## config.mk

```make
export PLATFORM = sky130hd
export DESIGN_NAME = pc_pipe
export DESIGN_NICKNAME = d
export VERILOG_FILES = /design/src/rtl/pc_pkg.sv /design/src/rtl/pc_stage_reg.sv /design/src/rtl/pc_pipe.sv
export SDC_FILE = /design/constraint.sdc
export NUM_CORES = 1
export LEC_CHECK = 0
export ABC_AREA = 1
export CAP_MARGIN = 10
export CORE_MARGIN = 1.5
export CORE_UTILIZATION = 44
export CTS_CLUSTER_SIZE = 8
export DETAILED_ROUTE_END_ITERATION = 8
export GPL_TIMING_DRIVEN = 0
export HOLD_SLACK_MARGIN = 0.02
export PLACE_DENSITY = 0.87
export SLEW_MARGIN = 20
export SYNTH_ARGS = -nofsm -noshare
export SYNTH_HDL_FRONTEND = slang
export SYNTH_SLANG_ARGS = --single-unit
export TNS_END_PERCENT = 50
```

## constraint.sdc

```tcl
create_clock -name clk -period 2.4 [get_ports clk]
set_input_delay 0.72 -clock clk [delete_from_list [all_inputs] [get_ports clk]]
set_output_delay 0.72 -clock clk [all_outputs]
set_load 0.03 [all_outputs]
```

## src/rtl/pc_pkg.sv

```systemverilog
// Shared constants and types for the program-counter unit.
package pc_pkg;

  localparam int PC_WIDTH = 64;
  localparam int PC_INC   = 4;

  typedef logic [PC_WIDTH-1:0] pc_t;

  // Low address bits that must be zero for a legal word-aligned branch target.
  localparam logic [1:0] PC_ALIGN_MASK = 2'b11;

endpackage

```

## src/rtl/pc_stage_reg.sv

```systemverilog
// One shadow-pipeline slot: a PC register plus its valid bit.
module pc_stage_reg
  import pc_pkg::*;
#(
  parameter int WIDTH = PC_WIDTH
) (
  input  logic             clk,
  input  logic             reset,
  input  logic             en,
  input  logic             clr,
  input  logic [WIDTH-1:0] d_pc,
  input  logic             d_valid,
  output logic [WIDTH-1:0] q_pc,
  output logic             q_valid
);

  // A flush only happens on a redirect, which always shifts, so clr is
  // folded into the shifted-in valid rather than acting on its own.
  always_ff @(posedge clk) begin
    if (reset) begin
      q_pc    <= '0;
      q_valid <= 1'b0;
    end else if (en) begin
      q_pc    <= d_pc;
      q_valid <= d_valid & ~clr;
    end
  end

endmodule

```

## src/rtl/pc_pipe.sv

```systemverilog
// Fetch program counter with a shadow pipeline of per-stage PCs.
// Define PC_PIPE_ALIGN_CHECK_EN to trap misaligned branch targets (sticky misalign).
module pc_pipe
  import pc_pkg::*;
#(
  parameter int               WIDTH        = PC_WIDTH,
  parameter logic [WIDTH-1:0] RESET_VEC    = '0,
  parameter int               INC          = PC_INC,
  parameter int               STAGES       = 3,
  parameter int               FLUSH_STAGES = 2
) (
  input  logic                    clk,
  input  logic                    reset,
  input  logic                    stall,
  input  logic                    br_taken,
  input  logic [WIDTH-1:0]        br_target,
  output logic [WIDTH-1:0]        pc_out,
  output logic [WIDTH-1:0]        pc_plus_inc,
  output logic [STAGES*WIDTH-1:0] pc_stage,
  output logic [STAGES-1:0]       stage_valid,
  output logic                    misalign
);

  localparam logic [WIDTH-1:0] INC_W = WIDTH'(INC);

  logic [WIDTH-1:0] pc_q;
  logic             frozen;
  logic             redirect;
  logic             advance;

`ifdef PC_PIPE_ALIGN_CHECK_EN
  logic fault;
  logic misalign_q;

  assign fault = br_taken & (|(br_target[1:0] & PC_ALIGN_MASK));

  always_ff @(posedge clk) begin
    if (reset)      misalign_q <= 1'b0;
    else if (fault) misalign_q <= 1'b1;
  end

  // The faulting cycle itself behaves as a stall; afterwards everything stays frozen.
  assign frozen   = misalign_q | fault;
  assign misalign = misalign_q;
`else
  assign frozen   = 1'b0;
  assign misalign = 1'b0;
`endif

  // Redirect beats stall; both shift the shadow pipeline.
  assign redirect = br_taken & ~frozen;
  assign advance  = redirect | (~stall & ~frozen);

  // NOTE: state registers use non-blocking assignments so every flop samples
  // pre-edge values, regardless of the order the always blocks evaluate in.
  always_ff @(posedge clk) begin
    if (reset)         pc_q <= RESET_VEC;
    else if (redirect) pc_q <= br_target;
    else if (advance)  pc_q <= pc_q + INC_W;
  end

  assign pc_out      = pc_q;
  assign pc_plus_inc = pc_q + INC_W;

  logic [WIDTH-1:0] stage_pc [STAGES];
  logic             stage_v  [STAGES];

  for (genvar i = 0; i < STAGES; i++) begin : g_stage
    logic [WIDTH-1:0] d_pc;
    logic             d_valid;

    if (i == 0) begin : g_head
      assign d_pc    = pc_q;
      assign d_valid = 1'b1;
    end else begin : g_tail
      assign d_pc    = stage_pc[i-1];
      assign d_valid = stage_v[i-1];
    end

    pc_stage_reg #(.WIDTH(WIDTH)) u_stage (
      .clk     (clk),
      .reset   (reset),
      .en      (advance),
      .clr     (redirect && (i < FLUSH_STAGES)),
      .d_pc    (d_pc),
      .d_valid (d_valid),
      .q_pc    (stage_pc[i]),
      .q_valid (stage_v[i])
    );

    assign pc_stage[i*WIDTH +: WIDTH] = stage_pc[i];
    assign stage_valid[i]             = stage_v[i];
  end

endmodule

```

==> After elaboration in Yosys (flattened, before gate mapping) <==
Cells that the tools add are included.
{ "totals": {"input_bits": 68, "register_bits": 259, "wordCells": 15} }
{ "op_classes": {"bitwise": 4, "n_reduce_logical": 1, "muxes": 2, "addsub": 1} }
{ "op_table": {"columns": ["cell", "count"], "rows": [
  ["2-to-1 mux 64 bit", 2],
  ["adder 64 x 3 -> 64 bit, second input constant", 1],
  ["NOT 1 bit", 2],
  ["nonzero test 2 bit", 1],
  ["AND 1 bit", 1],
  ["bitwise OR 1 bit", 1]
]} }

==> Longest topological paths before layout <==
{ "logic_depth": {"ltp_word": 4, "ltp_mapped": 11} }

==> Cells and area by module <==
A second synthesis with hierarchy kept.
{ "hier_totals": {"cells_unflattened": 1701, "area_unflattened_um2": 12215.5} }
{ "modules_own_cells": {"columns": ["mod", "area_each_um2", "cells_each", "n_inst"], "rows": [
  ["pc_stage_reg", 2459.9, 284, 3],
  ["pc_pipe", 4835.9, 849, 1]
]} }

==> Least setup slack after synthesis <==
OpenSTA, ideal clock, no wires.
{ "synth_timing": {"path_type": "flip-flop to output port", "from": "register pc_q[2] (netlist: pc_out[2])", "to": "output port pc_plus_inc[21]", "path_slack_ns": -0.259, "arrival_time_ns": 1.939, "stages_incl_launch_ff": 7, "path_buffers": 0, "t_required_ns": 1.680, "cell_sequence": "dfxtp_1 inv_1 nor2_2 nand2_4 nor2_8 nand2_2 xor2_1"} }
{ "synth_via": {"elab_chain_cells": 1} }
{ "synth_rtl": {"columns": ["element", "line_no", "rtl"], "rows": [
  ["from (decl)", "pc_pipe.sv:26", "logic [WIDTH-1:0] pc_q;"],
  ["from (signal assigned)", "pc_pipe.sv:58", "else if (redirect) pc_q <= br_target;"],
  ["from (signal assigned)", "pc_pipe.sv:59", "else if (advance) pc_q <= pc_q + INC_W;"],
  ["adder 64 x 3 -> 64 bit", "pc_pipe.sv:63", "assign pc_plus_inc = pc_q + INC_W;"],
  ["to (decl)", "pc_pipe.sv:18", "output logic [WIDTH-1:0] pc_plus_inc,"]
]} }
No other way between the ends.

==> Final worst setup path <==
{ "layout_timing": {"from": "register pc_q[2] (netlist: pc_out[2])", "to": "output port pc_plus_inc[42]"} }
Same word-level chain as after synthesis.

==> out/qor.yml <==
status: "complete, but fails checks"
violations: "negative setup slack"
gr-usage-all-layers: 0.3841
design.die.area_um2: 26930
postCtsHoldBufs: 0
clk_latency_ns: 0.52
cp.required_ns: 1.68
nets: 2294
setup_viol: 65
die_y_um: 164.1
synthMuxAreaShare: 0
setup_tns_ns: -25.43
holdWs_ns: 0.4808
netlist_area_um2: 11420
p_leak_nw: 8.569
drv_slew: 0
antenna_found_initial: 1
clock_skew_ns: 0.02021
drt-wirelength-per-cell_um: 21.76
setup_ws_ns: -0.5702
htree_levels: 2
drc: 0
die_x_um: 164.1
drt_pass1_iterations: 6
critical_path.max_stage_delay_ns: 0.37
synth-edff-count: 0
reg2reg_depth: 19
cpMaxStageDelayCell: "dfxtp_4"
portBuffers: 390
grt_max_degree: 11
drt-vias-per-instance: 5.732
synthesis.nets: 1726
routed.top_layer: "met4"
setup.worst_path.end_class: "output port"
grt_setup_unrepaired: "yes"
crit_family: "simple AND/OR/NAND/NOR gates"
cp_common_cell: "nand2_4"
drive_gt1_frac: 0.2574
period_needed_ns: 2.970
maxCapViolCount: 0
place_hpwl_mm: 38.08
synth-compound-area-share: 0.1863
gp_congestion: 0.9680
ys_ff_latch: 259
initial_core_util: 0.4508
yosysWarnings: 0
r2r_start: "pc_out[2]"
p_per_area_nw_per_um2: 647.6
synth_fa_ha_area_frac: 0.001096
tightest_slew_ns: 0.7655
first_global_vias: 13743
crit_cells: 10
ys_types: 28
worstHoldPathType: "register to register"
numCtsBuffers: 38
synthFlopType: "dfxtp_1"
route.vias.total: 14662
wl_met1_mm: 20.16
cp.arrival_ns: 2.25
ios: 392
relSlewSlack: 0.4896
start_kind: "register"
ant_nets: 0
root_buffer: "clkbuf_16"
r2r_slack_ns: -0.53
ys_seq_area_frac: 0.4541
cts_tree: "done"
syn_area_per_cell_um2: 6.891
drtIter0Drc: 1465
wl_met3_mm: 5.401
std_cell_rows: 58
grt_pass1_wl_mm: 78.31
dp_slack_ns: -0.9185
syn2layout_area_growth_pct: 71.30
fill_cells: 1705
cp_cell_sequence: "ha_4 -> nand2_4 -> nor2_4 -> nand2_4 -> nor2_8 -> nand2_8 -> o21bai_1 -> nand2_1 -> inv_1 -> buf_6"
path_max_fanout: 5
met2_length_mm: 26.11
cp.buffers_inverters: 2
synth_top_family_by_area: "simple AND/OR/NAND/NOR gates"
design.core.area_um2: 25330
hp-start: "g_stage[2].u_stage.q_pc[14]"
hold_depth: 2
finalHoldViolCount: 0
fmax_mhz: 336.7
crit_type: "register to output port"
post-route-period-util: 1.238
min_to: "g_stage[2].u_stage.q_pc[14]"
r2r_end: "pc_out[41]"
syn_inst: 1657
synth-simple-area-share: 0.2505
grt_overflow: 0
clock_path_buffers: 3
clk_pin_slew_ns: 0.05
wirelength_mm: 55.65
async_flop_share: 0
ir_drop_uv: 513.5
synth-xor-area-share: 0.02224
clock_sinks: 259
## logic make-up after synthesis
group	Yosys count
AOI/OAI and AO/OA	416
xor gates and xnor gates	29
adders and majority gates	1
buffers and inverters	249
DFF	259
other	1
and+or+nand+nor	702
## placed cells by master, fill, tap and decap left out, types with 66 or more instances in the layout
cell type | synthesis | routed
nand2_2 | 10 | 66
nor2_1 | 395 | 327
clkdlybuf4s50_1 | 0 | 308
o21ai_0 | 269 | 266
buf_6 | 0 | 94
buf_4 | 6 | 106
nand2_1 | 222 | 141
a21oi_1 | 112 | 112
inv_1 | 153 | 147
dfxtp_1 | 259 | 205
## how the worst max path moves through the flow
stage	endpoint	from	slack, ns
after floorplan	pc_plus_inc[62]	pc_out[18]	-0.04
after global placement	g_stage[1].u_stage.q_pc[3]	br_taken	-0.91
after detailed placement	g_stage[1].u_stage.q_pc[11]	br_taken	-0.92
after CTS	pc_plus_inc[42]	pc_out[3]	-0.51
after global routing	pc_plus_inc[42]	pc_out[27]	-0.60
final	pc_plus_inc[42]	pc_out[2]	-0.57
## synth_stat cells (all sizes together), types with 6 or more instances
library cell / count / area (um2)
dfxtp: 259 / 5185
o21ai: 290 / 1451
clkbuf: 69 / 259.0
nand4: 9 / 56.30
nand2: 234 / 918.4
nand3: 47 / 240.2
inv: 154 / 578.1
o221ai: 8 / 70.07
o21bai: 6 / 45.04
nor2: 407 / 1610
a21oi: 112 / 560.5
xor2: 29 / 254.0
buf: 26 / 138.9
## per-layer routing
metal	track usage	vias to the layer above
li1	-	6414
met1	0.4680	6921
met2	0.6383	1046
met3	0.06616	281
met4	0.2215	0
met5	0	-
## cell type report
type / count / area (um2) / area share
multi-input cells: 1149 / 6615 / 0.3382
flip-flops and latches: 259 / 5318 / 0.2719
repair buffers: 528 / 5211 / 0.2664
clock buffers: 39 / 975.9 / 0.04989
inverters: 154 / 578.1 / 0.02955
plain buffers: 95 / 427.9 / 0.02188
well taps: 330 / 412.9 / 0.02111
clock inverters: 2 / 16.27 / 0.0008316
diodes: 2 / 5.005 / 0.0002559
## flip-flops by register name (all words and copies together), names as in the netlist
register / flops
g_stage.u_stage.q_pc: 192
pc_out: 64
g_stage.u_stage.q_valid: 3
## timing repair
action | 4_1_cts | 5_1_grt
pin swaps | 77 | 57
resized for setup | 715 | 164
endpoints found under the setup margin | 254 | 204
setup buffers | 103 | 41
## stage by stage
step	total power, mW	std cells	utilization	cell area, um2
2_1_floorplan	6.403	1657	-	11570
3_3_place_gp	7.619	2377	0.6272	15890
3_5_place_dp	7.671	2377	0.6272	15890
4_1_cts	12.41	2521	0.7356	18630
5_1_grt	13.01	2557	0.7722	19560
6_report	12.67	2558	0.7723	19560
## worst reg2reg max path, delay by kind of cell, from the launching register on
kind	cells	cell delay (ns)
flip-flops	1	0.37
AO/OA/AOI/OAI	2	0.26
AND/OR/NAND/NOR	5	0.74
buffers and inverters	12	1.48
## where the power goes
part	internal [mW]	switching, mW
sequential	4.63	0.339
clock	2.84	1.87
combinational	1.14	1.84
total	8.61	4.06
(Power assumes the default switching activity.)
